==> src/rtl/xor_arbiter.sv <==
// xor_arbiter
//   A single registered XOR datapath shared by N requesters under
//   round-robin arbitration. Each grant takes three cycles: capture in IDLE,
//   compute in EXEC, and present the result in DONE. The search pointer then
//   moves past the requester that was just served.
//
// Parameters
//   N      number of requesters (2..8)
//   WIDTH  operand and result width in bits
// Ports
//   clk    rising-edge clock
//   reset  asynchronous, active-high reset
//   req    [N]        per-requester request, held until its ack
//   a_in   [N*WIDTH]  operand A, requester i at [i*WIDTH +: WIDTH]
//   b_in   [N*WIDTH]  operand B, same packing as a_in
//   ack    [N]        one-cycle pulse: operands of requester i captured
//   done   [N]        one-cycle pulse: d_out holds requester i's result
//   d_out  [WIDTH]    registered A XOR B, held until the next DONE
//   busy              high whenever the FSM is not in IDLE
module xor_arbiter #(
   parameter int N     = 4,
   parameter int WIDTH = 8
) (
   input  logic               clk,
   input  logic               reset,
   input  logic [N-1:0]       req,
   input  logic [N*WIDTH-1:0] a_in,
   input  logic [N*WIDTH-1:0] b_in,
   output logic [N-1:0]       ack,
   output logic [N-1:0]       done,
   output logic [WIDTH-1:0]   d_out,
   output logic               busy
);

   localparam int PW = (N > 1) ? $clog2(N) : 1;

   localparam logic [1:0] S_IDLE = 2'd0;
   localparam logic [1:0] S_EXEC = 2'd1;
   localparam logic [1:0] S_DONE = 2'd2;

   logic [1:0]       state;
   logic [PW-1:0]    ptr;
   logic [PW-1:0]    gnt;
   logic [WIDTH-1:0] op_a;
   logic [WIDTH-1:0] op_b;

   logic             found;
   logic [PW-1:0]    pick;
   logic [WIDTH-1:0] sel_a;
   logic [WIDTH-1:0] sel_b;
   logic [PW-1:0]    ptr_next;

   function automatic logic [N-1:0] one_hot(input logic [PW-1:0] idx);
      logic [N-1:0] v;
      v      = '0;
      v[idx] = 1'b1;
      return v;
   endfunction

   // Round-robin search: walk upward from ptr and wrap at N; the first set req wins.
   always_comb begin
      int j;
      found = 1'b0;
      pick  = '0;
      for (int i = 0; i < N; i++) begin
         j = int'(ptr) + i;
         if (j >= N) begin
            j = j - N;
         end else begin
            j = j;
         end
         if (!found && req[j[PW-1:0]]) begin
            found = 1'b1;
            pick  = j[PW-1:0];
         end else begin
            found = found;
         end
      end
   end

   // Operand mux: select the granted requester's slices of a_in and b_in.
   always_comb begin
      sel_a = '0;
      sel_b = '0;
      for (int i = 0; i < N; i++) begin
         if (pick == PW'(i)) begin
            sel_a = a_in[i*WIDTH +: WIDTH];
            sel_b = b_in[i*WIDTH +: WIDTH];
         end else begin
            sel_a = sel_a;
            sel_b = sel_b;
         end
      end
   end

   // Pointer successor of the served requester, wrapping N-1 back to 0.
   always_comb begin
      if (gnt == PW'(N - 1)) begin
         ptr_next = '0;
      end else begin
         ptr_next = gnt + PW'(1'b1);
      end
   end

   // Control FSM with registered outputs; reset aborts any operation in flight.
   always_ff @(posedge clk or posedge reset) begin
      if (reset) begin
         state <= S_IDLE;
         ptr   <= '0;
         gnt   <= '0;
         op_a  <= '0;
         op_b  <= '0;
         ack   <= '0;
         done  <= '0;
         d_out <= '0;
         busy  <= 1'b0;
      end else begin
         case (state)
            S_IDLE: begin
               if (found) begin
                  gnt   <= pick;
                  op_a  <= sel_a;
                  op_b  <= sel_b;
                  ack   <= one_hot(pick);
                  busy  <= 1'b1;
                  state <= S_EXEC;
               end else begin
                  state <= S_IDLE;
               end
            end
            S_EXEC: begin
               ack   <= '0;
               done  <= one_hot(gnt);
               d_out <= op_a ^ op_b;
               state <= S_DONE;
            end
            S_DONE: begin
               done  <= '0;
               busy  <= 1'b0;
               ptr   <= ptr_next;
               state <= S_IDLE;
            end
            default: begin
               ack   <= '0;
               done  <= '0;
               busy  <= 1'b0;
               state <= S_IDLE;
            end
         endcase
      end
   end

endmodule

==> config.mk <==
export PLATFORM = sky130hd
export DESIGN_NAME = xor_arbiter
export DESIGN_NICKNAME = d
export VERILOG_FILES = /design/src/rtl/xor_arbiter.sv
export SDC_FILE = /design/constraint.sdc
export NUM_CORES = 1
export LEC_CHECK = 0
export CAP_MARGIN = 15
export CORE_MARGIN = 2
export CORE_UTILIZATION = 40
export DETAILED_ROUTE_END_ITERATION = 10
export PLACE_DENSITY = 0.74
export SYNTH_ARGS = -nofsm -noshare
export SYNTH_HDL_FRONTEND = slang
export SYNTH_SLANG_ARGS = --single-unit
export TNS_END_PERCENT = 5
==> constraint.sdc <==
create_clock -name clk -period 1.9 [get_ports clk]
set_input_delay 0.38 -clock clk [delete_from_list [all_inputs] [get_ports clk]]
set_output_delay 0.38 -clock clk [all_outputs]
set_load 0.02 [all_outputs]
Word-level counts from Yosys, hierarchy flattened
Cells that the tools add are included.
- bits in registers: 39
- output and inout port bits: 17
- word-level logic and storage cells: 92
- add/subtract/negate cells: 8
- $lt $le $gt $ge: 12
- equal/unequal tests: 7
- multiplexer cells: 40
- bitwise logic cells: 3
- reductions and logical operators: 13
- operators by type and width (operator ; count):
    two-way mux 8 bit ; 8
    less-than comparator 2 x 3 -> 1 bit, second input constant ; 6
    two-way mux 2 bit ; 9
    one-hot mux 4 bit (2 select lines) ; 2
    two-way mux 1 bit ; 12
    greater-or-equal comparator 3 bit, second input constant ; 3
    binary-select mux 1 bit (select 2 bit) ; 4
    == test 2 bit, second input constant ; 4
    subtractor 2 x 1 -> 2 bit, second input constant ; 4
    bitwise XOR 8 bit ; 1
    adder 2 x 2 -> 3 bit, second input constant ; 2
    AND reduction 2 bit ; 3
    logical AND 1 bit ; 5
    demux 1 bit (select 2 bit) ; 2
    == test 2 x 1 -> 1 bit, second input constant ; 2
    greater-or-equal comparator 2 x 1 -> 1 bit, second input constant ; 2
    logical NOT 2 bit ; 2
    two-way mux 4 bit ; 1
    one-hot mux 2 bit (2 select lines) ; 1
    adder 2 x 1 -> 3 bit, second input constant ; 1
    greater-or-equal comparator 2 x 3 -> 1 bit, second input constant ; 1
    logical NOT 1 bit ; 3
    adder 2 x 1 -> 2 bit, second input constant ; 1
    != test 2 bit, second input constant ; 1
    other kinds (2) ; 3

Depth between registers and ports, before layout
Gate-level depths: netlist of run 1.
- depth in word-level cells: 20
- depth in mapped cells: 7
- gate-level depth less buffers: 6

Worst setup path before layout of run 1
Ideal clock, no wire load.
- path type: input to register
- start point: in req[2]
- end point: reg op_a[0]
- library setup time: 80 ps
- arrival: 1586 ps
- required time: 1820 ps
- setup slack: 234 ps
- cell stages on the path: 7
- buffers on the path: 2
- cell sequence: nor2b_4 > a21o_1 > a211o_1 > buf_6 > buf_6 > o31a_1 > o211ai_2
- word-level cells in the longest chain between the ends: 17
- elaborated cells on any way between the ends: 31
- those cells by class: eq/ne (3); mux (20); reduce/logical (8)
- RTL lines (element ; RTL line ; source):
    start: declaration ; 26 ; input logic [N-1:0] req,
    binary-select mux 1 bit (select 2 bit) ; 72 ; if (!found && req[j[PW-1:0]]) begin
    two-way mux 1 bit (implied by the code) ; 72 ;
    two-way mux 1 bit ; 72 ;
    logical NOT 1 bit ; 72 ;
    logical AND 1 bit ; 72 ;
    two-way mux 1 bit ; 72 ;
    logical NOT 1 bit ; 72 ;
    logical AND 1 bit ; 72 ;
    two-way mux 1 bit ; 72 ;
    logical NOT 1 bit ; 72 ;
    logical AND 1 bit ; 72 ;
    two-way mux 2 bit ; 72 ;
    logical NOT 2 bit ; 86 ; if (pick == PW'(i)) begin
    two-way mux 8 bit (4 in a row) ; 86 ;
    end signal: assignment ; 122 ; op_a <= sel_a;
    end: declaration ; 44 ; logic [WIDTH-1:0] op_a;
Several ways; a longest one is shown, not always the timed one. The select of a mux whose other input is x is not followed.
A chain may end at the register's enable or synchronous reset.

Worst setup path in the final report of run 1
- start point: in req[0]
- end point: reg op_b[3]
- word-level cells in the longest chain between the ends: 17
- elaborated cells on any way between the ends: 31
- those cells by class: eq/ne (3); mux (20); reduce/logical (8)
- RTL lines (element ; RTL line ; source):
    binary-select mux 1 bit (select 2 bit) ; 72 ;
    two-way mux 1 bit (implied by the code) ; 72 ;
    two-way mux 1 bit ; 72 ;
    logical NOT 1 bit ; 72 ;
    logical AND 1 bit ; 72 ;
    two-way mux 1 bit ; 72 ;
    logical NOT 1 bit ; 72 ;
    logical AND 1 bit ; 72 ;
    two-way mux 1 bit ; 72 ;
    logical NOT 1 bit ; 72 ;
    logical AND 1 bit ; 72 ;
    two-way mux 2 bit ; 72 ;
    logical NOT 2 bit ; 86 ;
    two-way mux 8 bit (4 in a row) ; 86 ;
    end signal: assignment ; 123 ; op_b <= sel_b;
    end: declaration ; 45 ; logic [WIDTH-1:0] op_b;
Several ways; a longest one is shown, not always the timed one. The select of a mux whose other input is x is not followed.

==> out/metrics.yaml, run 1 <==
worst_setup_path:
  path_class: "in2reg"
  path_delay_family: "buffers and inverters"
  crit_top_cell: "buf_4"
  critPathBufInv: 5
  critical_path.endpoint_type: "register"
  crit_arrival_ns: 2.03
  cp.required_ns: 2.12
  critPathMaxFanout: 8
  crit_chain: "clkdlybuf4s15_1, buf_4, nor4_4, buf_4, or3_4, clkinv_4, bufbuf_16, nand2_1, o31a_1, o211ai_2"
  critical-path-max-stage-delay_ns: 0.41
  cp-start-kind: "input port"
  cp_slowest_cell: "or3_4"
floorplan:
  die_w_um: 79.06
  placeableCoreArea_sq_um: 5473
  start_util: 0.4118
  die_area_sq_um: 6250
  io_pins: 87
  die_y_um: 79.06
  std_cell_rows: 27
drt:
  dr.first_iter.drc_count: 123
  wl_um: 6471
  wl_per_cell_um: 15.94
  vias_per_cell: 5.219
  drc: 0
  dr.pass1.iters: 4
  dr_total_vias: 2119
  ant_nets: 0
global_route:
  grt_pass1_vias: 2104
  antenna_found_initial: 0
  gr-usage-met1: 0.2741
  grt_use_total: 0.2174
  gr-usage-met3: 0.03636
  grt_overflow: 0
  use_met2: 0.3737
  grt_pass1_wl_um: 10450
  grt_max_degree: 40
  grt_busiest_layer: "met2"
synthesis:
  ys_seq_area_frac: 0.4331
  ys.flop_type: "dfrtp_1"
  synth_area_leaders: "dfrtp_1, mux2i_1, nand2_1"
  yosysTopAreaCellShare: 0.4331
  syn_nets: 303
  ys_ff_latch: 39
  syn_inst: 229
  synth_top_area_cell: "dfrtp_1"
  yosysWarnings: 0
  avgSynthCellArea_sq_um: 9.840
  yosysUniqueCellTypes: 34
  syn_area_sq_um: 2253
  synth_edf_count: 0
  async_flop_share: 1.000
power_and_ir_drop:
  p_int_mw: 3.457
  switching_power_mw: 2.238
  clockPowerShare: 0.144
  swShare: 0.3930
  seqPwrFrac: 0.268
  ir_worst_vdd_v: 0.0006295
  leakage_nw: 1.543
  pwr_density_cell_nw_per_um2: 1589
  combPwrFrac: 0.588
timing:
  rsz0062_at_grt: "false"
  layout_min_cycle_time_ns: 1.814
  fin_skew_ns: 0.004248
  finalSetupViolations: 0
  hold_slack_ns: 0.4783
  worstMarginPinSlew_ns: 0.5706
  hold_violations: 0
  fin_crit_sh: 0.9548
  finalMaxSlewViolations: 0
  max-slew-margin-rel: 0.6187
  max_freq_ghz: 0.5512
run_status:
  status: "finished clean"
clock_tree:
  cts_buffers: 5
  cts.htree.levels: 2
  cts.sinks: 39
  tritoncts: "yes"
  clk_path_buf_depth: 2
  postCtsHoldBufs: 0
  clk_pin_slew_ns: 0.08
  clockRootBuffer: "clkbuf_8"
  clk_latency_ns: 0.29
placement:
  routabilityCongestion: 0.8141
  dp_hpwl_um: 4408
  port_buffers: 86
layout:
  fin_util: 0.6548
  antenna_cells: 0
  fin_nets: 407
  mostFrequentLayoutCells: "clkdlybuf4s50_1, nand2_1, dfrtp_1"
  drive_above_1_share: 0.1617
  area_delta_synth_final_pct: 59.02
  final_common_cell: "clkdlybuf4s50_1"
hold_path:
  hold_class: "reg2reg"
flow_run:
  maxCapViolations: 0
## final timing paths
path	startpoint	endpoint	slack, ns	cells after the start
max in group asynchronous	reset	op_b[5]	1.06	3
worst max register to register	ptr[0]	op_a[5]	0.14	5
worst max-delay path	req[0]	op_b[3]	0.09	10
worst min register to register	d_out[7]	d_out[7]	0.48	2
min in group asynchronous	reset	done[0]	0.50	3
worst min-delay path	d_out[7]	d_out[7]	0.48	2
## power groups by stage
stage / Clock [mW] / Combinational [mW] / Sequential, mW
2_1_floorplan: 0 / 1.76 / 1.67
3_3_place_gp: 0 / 3.02 / 1.52
3_5_place_dp: 0 / 3.08 / 1.55
4_1_cts: 0.832 / 3.34 / 1.53
5_1_grt: 0.871 / 3.63 / 1.58
6_report: 0.821 / 3.35 / 1.53
## sequential cells by signal, summed over array words and instances (netlist names)
signal and count:
busy 1, gnt 2, d_out 8, ptr 2
ack 4, op_a 8, op_b 8, done 4
state 2
## cells by family after synthesis
group / Yosys count / synth area share
AOI/OAI and AO/OA: 54 / 0.2005
xor gates and xnor gates: 8 / 0.03110
adders and majority gates: 4 / 0.02221
buffers and inverters: 25 / 0.05552
DFF: 39 / 0.4331
muxes: 22 / 0.09828
and+or+nand+nor: 77 / 0.1594
## layout make-up
class,instances,area (sq um)
Clock buffer,6,72.57
Inverter,8,35.03
Tap cell,72,90.09
Multi-Input combinational cell,167,1209
Sequential cell,39,975.9
Timing Repair Buffer,112,1141
Clock inverter,2,60.06
Fill cell,461,1889
## worst reg2reg max path, cell delays in order, from the launching register on
cell,delay (ns)
dfrtp_1,0.42
nand2b_1,0.20
a21oi_2,0.41
nor2_4,0.22
o31a_1,0.34
o211ai_1,0.09
## through the flow
step	setup WS [ns]	instance area [sq um]	power, mW	std cells	setup TNS, ns
2_1_floorplan	0.2335	2253	3.435	229	0
3_3_place_gp	-0.7696	3341	4.536	393	-16.13
3_5_place_dp	-0.9010	3341	4.626	393	-17.48
4_1_cts	0.05868	3565	5.703	406	0
5_1_grt	0.008502	3583	6.082	406	0
6_report	0.08586	3583	5.695	406	0
## timing repair
item / in CTS / in global routing
gates resized for setup: 9 / 4
pin swaps: 3 / 1
cloned: 3 / 0
endpoints found under the setup margin: 21 / 3
buffers inserted: 4 / 0
## synthesized netlist by cell type, drive strengths merged, types with 5 or more instances
cell,count
dfrtp,39
buf,12
nand4,15
mux2i,21
xnor2,8
o21ai,14
o211ai,15
clkbuf,5
nand2,47
inv,7
nor2,8
o31a,15
## per-layer routing
| layer | vias up | wire length [um] |
|---|---|---|
| li1 | 1030 | - |
| met1 | 996 | 2755 |
| met2 | 85 | 3274 |
| met3 | 8 | 325 |
| met4 | 0 | 115 |
| met5 | - | 0 |
Power figures use the tool's default switching activity.
==> inputs of run 2 (changes only) <==
--- a/config.mk
+++ b/config.mk
@@ -6,10 +6,13 @@
 export NUM_CORES = 1
 export LEC_CHECK = 0
 export CAP_MARGIN = 15
+export CELL_PAD_IN_SITES_DETAIL_PLACEMENT = 1
+export CELL_PAD_IN_SITES_GLOBAL_PLACEMENT = 2
 export CORE_MARGIN = 2
-export CORE_UTILIZATION = 40
+export CORE_UTILIZATION = 26
 export DETAILED_ROUTE_END_ITERATION = 10
-export PLACE_DENSITY = 0.74
+export PLACE_DENSITY_LB_ADDON = 0.1
+export SKIP_LAST_GASP = 1
 export SYNTH_ARGS = -nofsm -noshare
 export SYNTH_HDL_FRONTEND = slang
 export SYNTH_SLANG_ARGS = --single-unit
==> run 2 against run 1 <==
Power increased by 1.3%. Global-route usage down 5.5 points. Highest routed layer unchanged. Non-clock buffer count fell by 2. Sequential share of layout area decreased by 0.17 points. Final cell count grew 7.1%. Fmax grew 4.1%. Clock-buffer cell count is the same. Register-to-register slack better by 0.02 ns.
==> out/metrics.yaml, run 2 (synthesis results as in run 1) <==
run_status:
  status: "finished clean"
floorplan:
  start_util: 0.2715  # -0.1402
  io_pins: 87  # unchanged
  std_cell_rows: 33  # +22%
  die_y_um: 97.10  # +23%
  die_area_sq_um: 9427  # +51%
  die_w_um: 97.10  # +23%
  placeableCoreArea_sq_um: 8299  # +52%
timing:
  worstMarginPinSlew_ns: 0.5994  # +0.02884 ns
  fin_crit_sh: 0.9176  # -0.03716
  hold_violations: 0  # unchanged
  max-slew-margin-rel: 0.6004  # -0.01832
  finalSetupViolations: 0  # unchanged
  setup_ws_ns: 0.1565  # +0.07061 ns
  layout_min_cycle_time_ns: 1.744  # -0.07061 ns
  rsz0062_at_grt: "false"
  finalMaxSlewViolations: 0  # unchanged
  max_freq_ghz: 0.5736  # +4.1%
  fin_skew_ns: 0.003485  # -0.0007626 ns
  finalSetupTns_ns: 0  # unchanged
layout:
  antenna_cells: 0  # unchanged
  fill_cells: 936  # +100%
  mostFrequentLayoutCells: "clkdlybuf4s50_1, nand2_1, dfrtp_1"
  drive_above_1_share: 0.1515  # -0.01016
  top_regs: "d_out: 8 flops, op_a: 8 flops, op_b: 8 flops"
  fin_util: 0.4345  # -0.2203
  fin_nets: 403  # -0.98%
  final_common_cell: "clkdlybuf4s50_1"
  area_delta_synth_final_pct: 60.02
  layout.cells.non_filler: 435  # +7.1%
drt:
  wl_um: 7186  # +11%
  wl_per_cell_um: 16.52  # +3.6%
  vias_per_cell: 4.793  # -8.2%
  drc: 0  # unchanged
  dr.first_iter.drc_count: 70  # -43%
  dr_total_vias: 2085  # -1.6%
  dr.pass1.iters: 4  # unchanged
  ant_nets: 0  # unchanged
clock_tree:
  tritoncts: "yes"
  clk_path_buf_depth: 2  # unchanged
  clockRootBuffer: "clkbuf_8"
  cts.htree.levels: 2  # unchanged
  cts_buffers: 5  # unchanged
  clk_pin_slew_ns: 0.08  # about the same
  clk_latency_ns: 0.29  # about the same
  cts.sinks: 39  # unchanged
worst_setup_path:
  critPathMaxFanout: 18  # +10
  cp.required_ns: 2.11  # about the same
  cp-start-kind: "input port"
  crit_arrival_ns: 1.95  # -0.08 ns
  path_class: "in2reg"
  critical_path.endpoint_type: "register"
power_and_ir_drop:
  ir_worst_vdd_v: 0.0005563  # -12%
  leakage_nw: 1.540  # -0.22%
  pwr_density_cell_nw_per_um2: 1601  # +0.71%
placement:
  routabilityCongestion: 0.7480  # -8.1%
  pre_cts_ws_ns: -0.3953  # +0.5056 ns
  post-place-cells: 425  # +8.1%
  port_buffers: 86  # unchanged
  dp_hpwl_um: 5382  # +22%
global_route:
  gr-usage-met1: 0.2313  # -0.04273
  grt_pass1_wl_um: 12360  # +18%
  grt_busiest_layer: "met2"
  grt_use_total: 0.1623  # -0.05511
  antenna_found_initial: 0  # unchanged
  gr-usage-met3: 0.03453  # -0.001831
  grt_max_degree: 26  # -35%
  use_met2: 0.2569  # -0.1168
  grt_pass1_vias: 2337  # +11%
  grt_overflow: 0  # unchanged
flow_run:
  maxCapViolations: 0  # unchanged
hold_path:
  hold_class: "in2async"
-- run 2: cell types whose count changed in the layout (fill, tap and decap cells not counted), moves of 2 or more --
cell / previous run / this run
clkdlybuf4s15_1: 2 / 0
buf_4: 20 / 14
buf_12: 5 / 8
nor2_4: 3 / 1
dlygate4sd2_1: 2 / 4
-- run 2: critical path: stages --
cell	delay (ns)
dlygate4sd2_1	0.28
nor2b_4	0.14
a311oi_1	0.26
buf_4	0.17
nor2_4	0.04
buf_12	0.15
buf_12	0.15
o31a_1	0.27
o211ai_1	0.09
-- run 2: path summary, 6_finish.rpt --
path | cells after the start | from | endpoint | slack [ns]
max in group asynchronous | 3 | reset | state[0] | 1.07
setup / recovery | 9 | req[2] | op_a[2] | 0.16
hold / removal | 2 | reset | d_out[1] | 0.37
min in group clk | 2 | d_out[6] | d_out[6] | 0.49
setup reg to reg | 7 | ptr[0] | op_a[2] | 0.16
hold reg to reg | 2 | d_out[6] | d_out[6] | 0.49
-- run 2: power breakdown --
group / leakage, nW / internal [mW] / switching (mW)
registers: 0.488 / 1.24 / 0.303
logic: 0.986 / 1.73 / 1.66
clock network: 0.0654 / 0.526 / 0.315
-- run 2: layer usage --
metal | part of all wire | wire (um)
met5 | 0 | 0
met4 | 0.0078 | 56
met3 | 0.044 | 317
met2 | 0.47 | 3346
met1 | 0.48 | 3466
-- run 2: layout make-up --
type | count | area (sq um) | area share
clock inverter | 2 | 60.06 | 0.01666
multi-input combinational | 165 | 1166 | 0.3234
tap | 105 | 131.4 | 0.03643
clock buffer | 6 | 72.57 | 0.02012
inverter | 8 | 35.03 | 0.009715
sequential | 39 | 975.9 | 0.2706
timing repair buffer | 110 | 1165 | 0.3230
-- run 2: what timing repair did --
item | in CTS | in global routing
hold buffers | 0 | 0
endpoints found under the setup margin | 16 | 0
gates resized for setup | 7 | 0
buffers inserted | 1 | 0
-- run 2: through the flow --
stage | total power, mW | instance area (sq um) | hold WS [ns]
floorplan | 3.435 | 2253 | 0.4770
global placement | 4.766 | 3412 | 0.4595
detailed placement | 4.834 | 3412 | 0.4694
CTS | 5.868 | 3606 | 0.3853
global route | 6.257 | 3606 | 0.4007
finish | 5.772 | 3606 | 0.3737
==> inputs of run 3 (changes only) <==
--- a/config.mk
+++ b/config.mk
@@ -11,6 +11,7 @@
 export CORE_MARGIN = 2
 export CORE_UTILIZATION = 26
 export DETAILED_ROUTE_END_ITERATION = 10
+export GPL_ROUTABILITY_DRIVEN = 0
 export PLACE_DENSITY_LB_ADDON = 0.1
 export SKIP_LAST_GASP = 1
 export SYNTH_ARGS = -nofsm -noshare
==> results of run 3 <==
Final layout, timing and power as in run 2 (identical DEF).
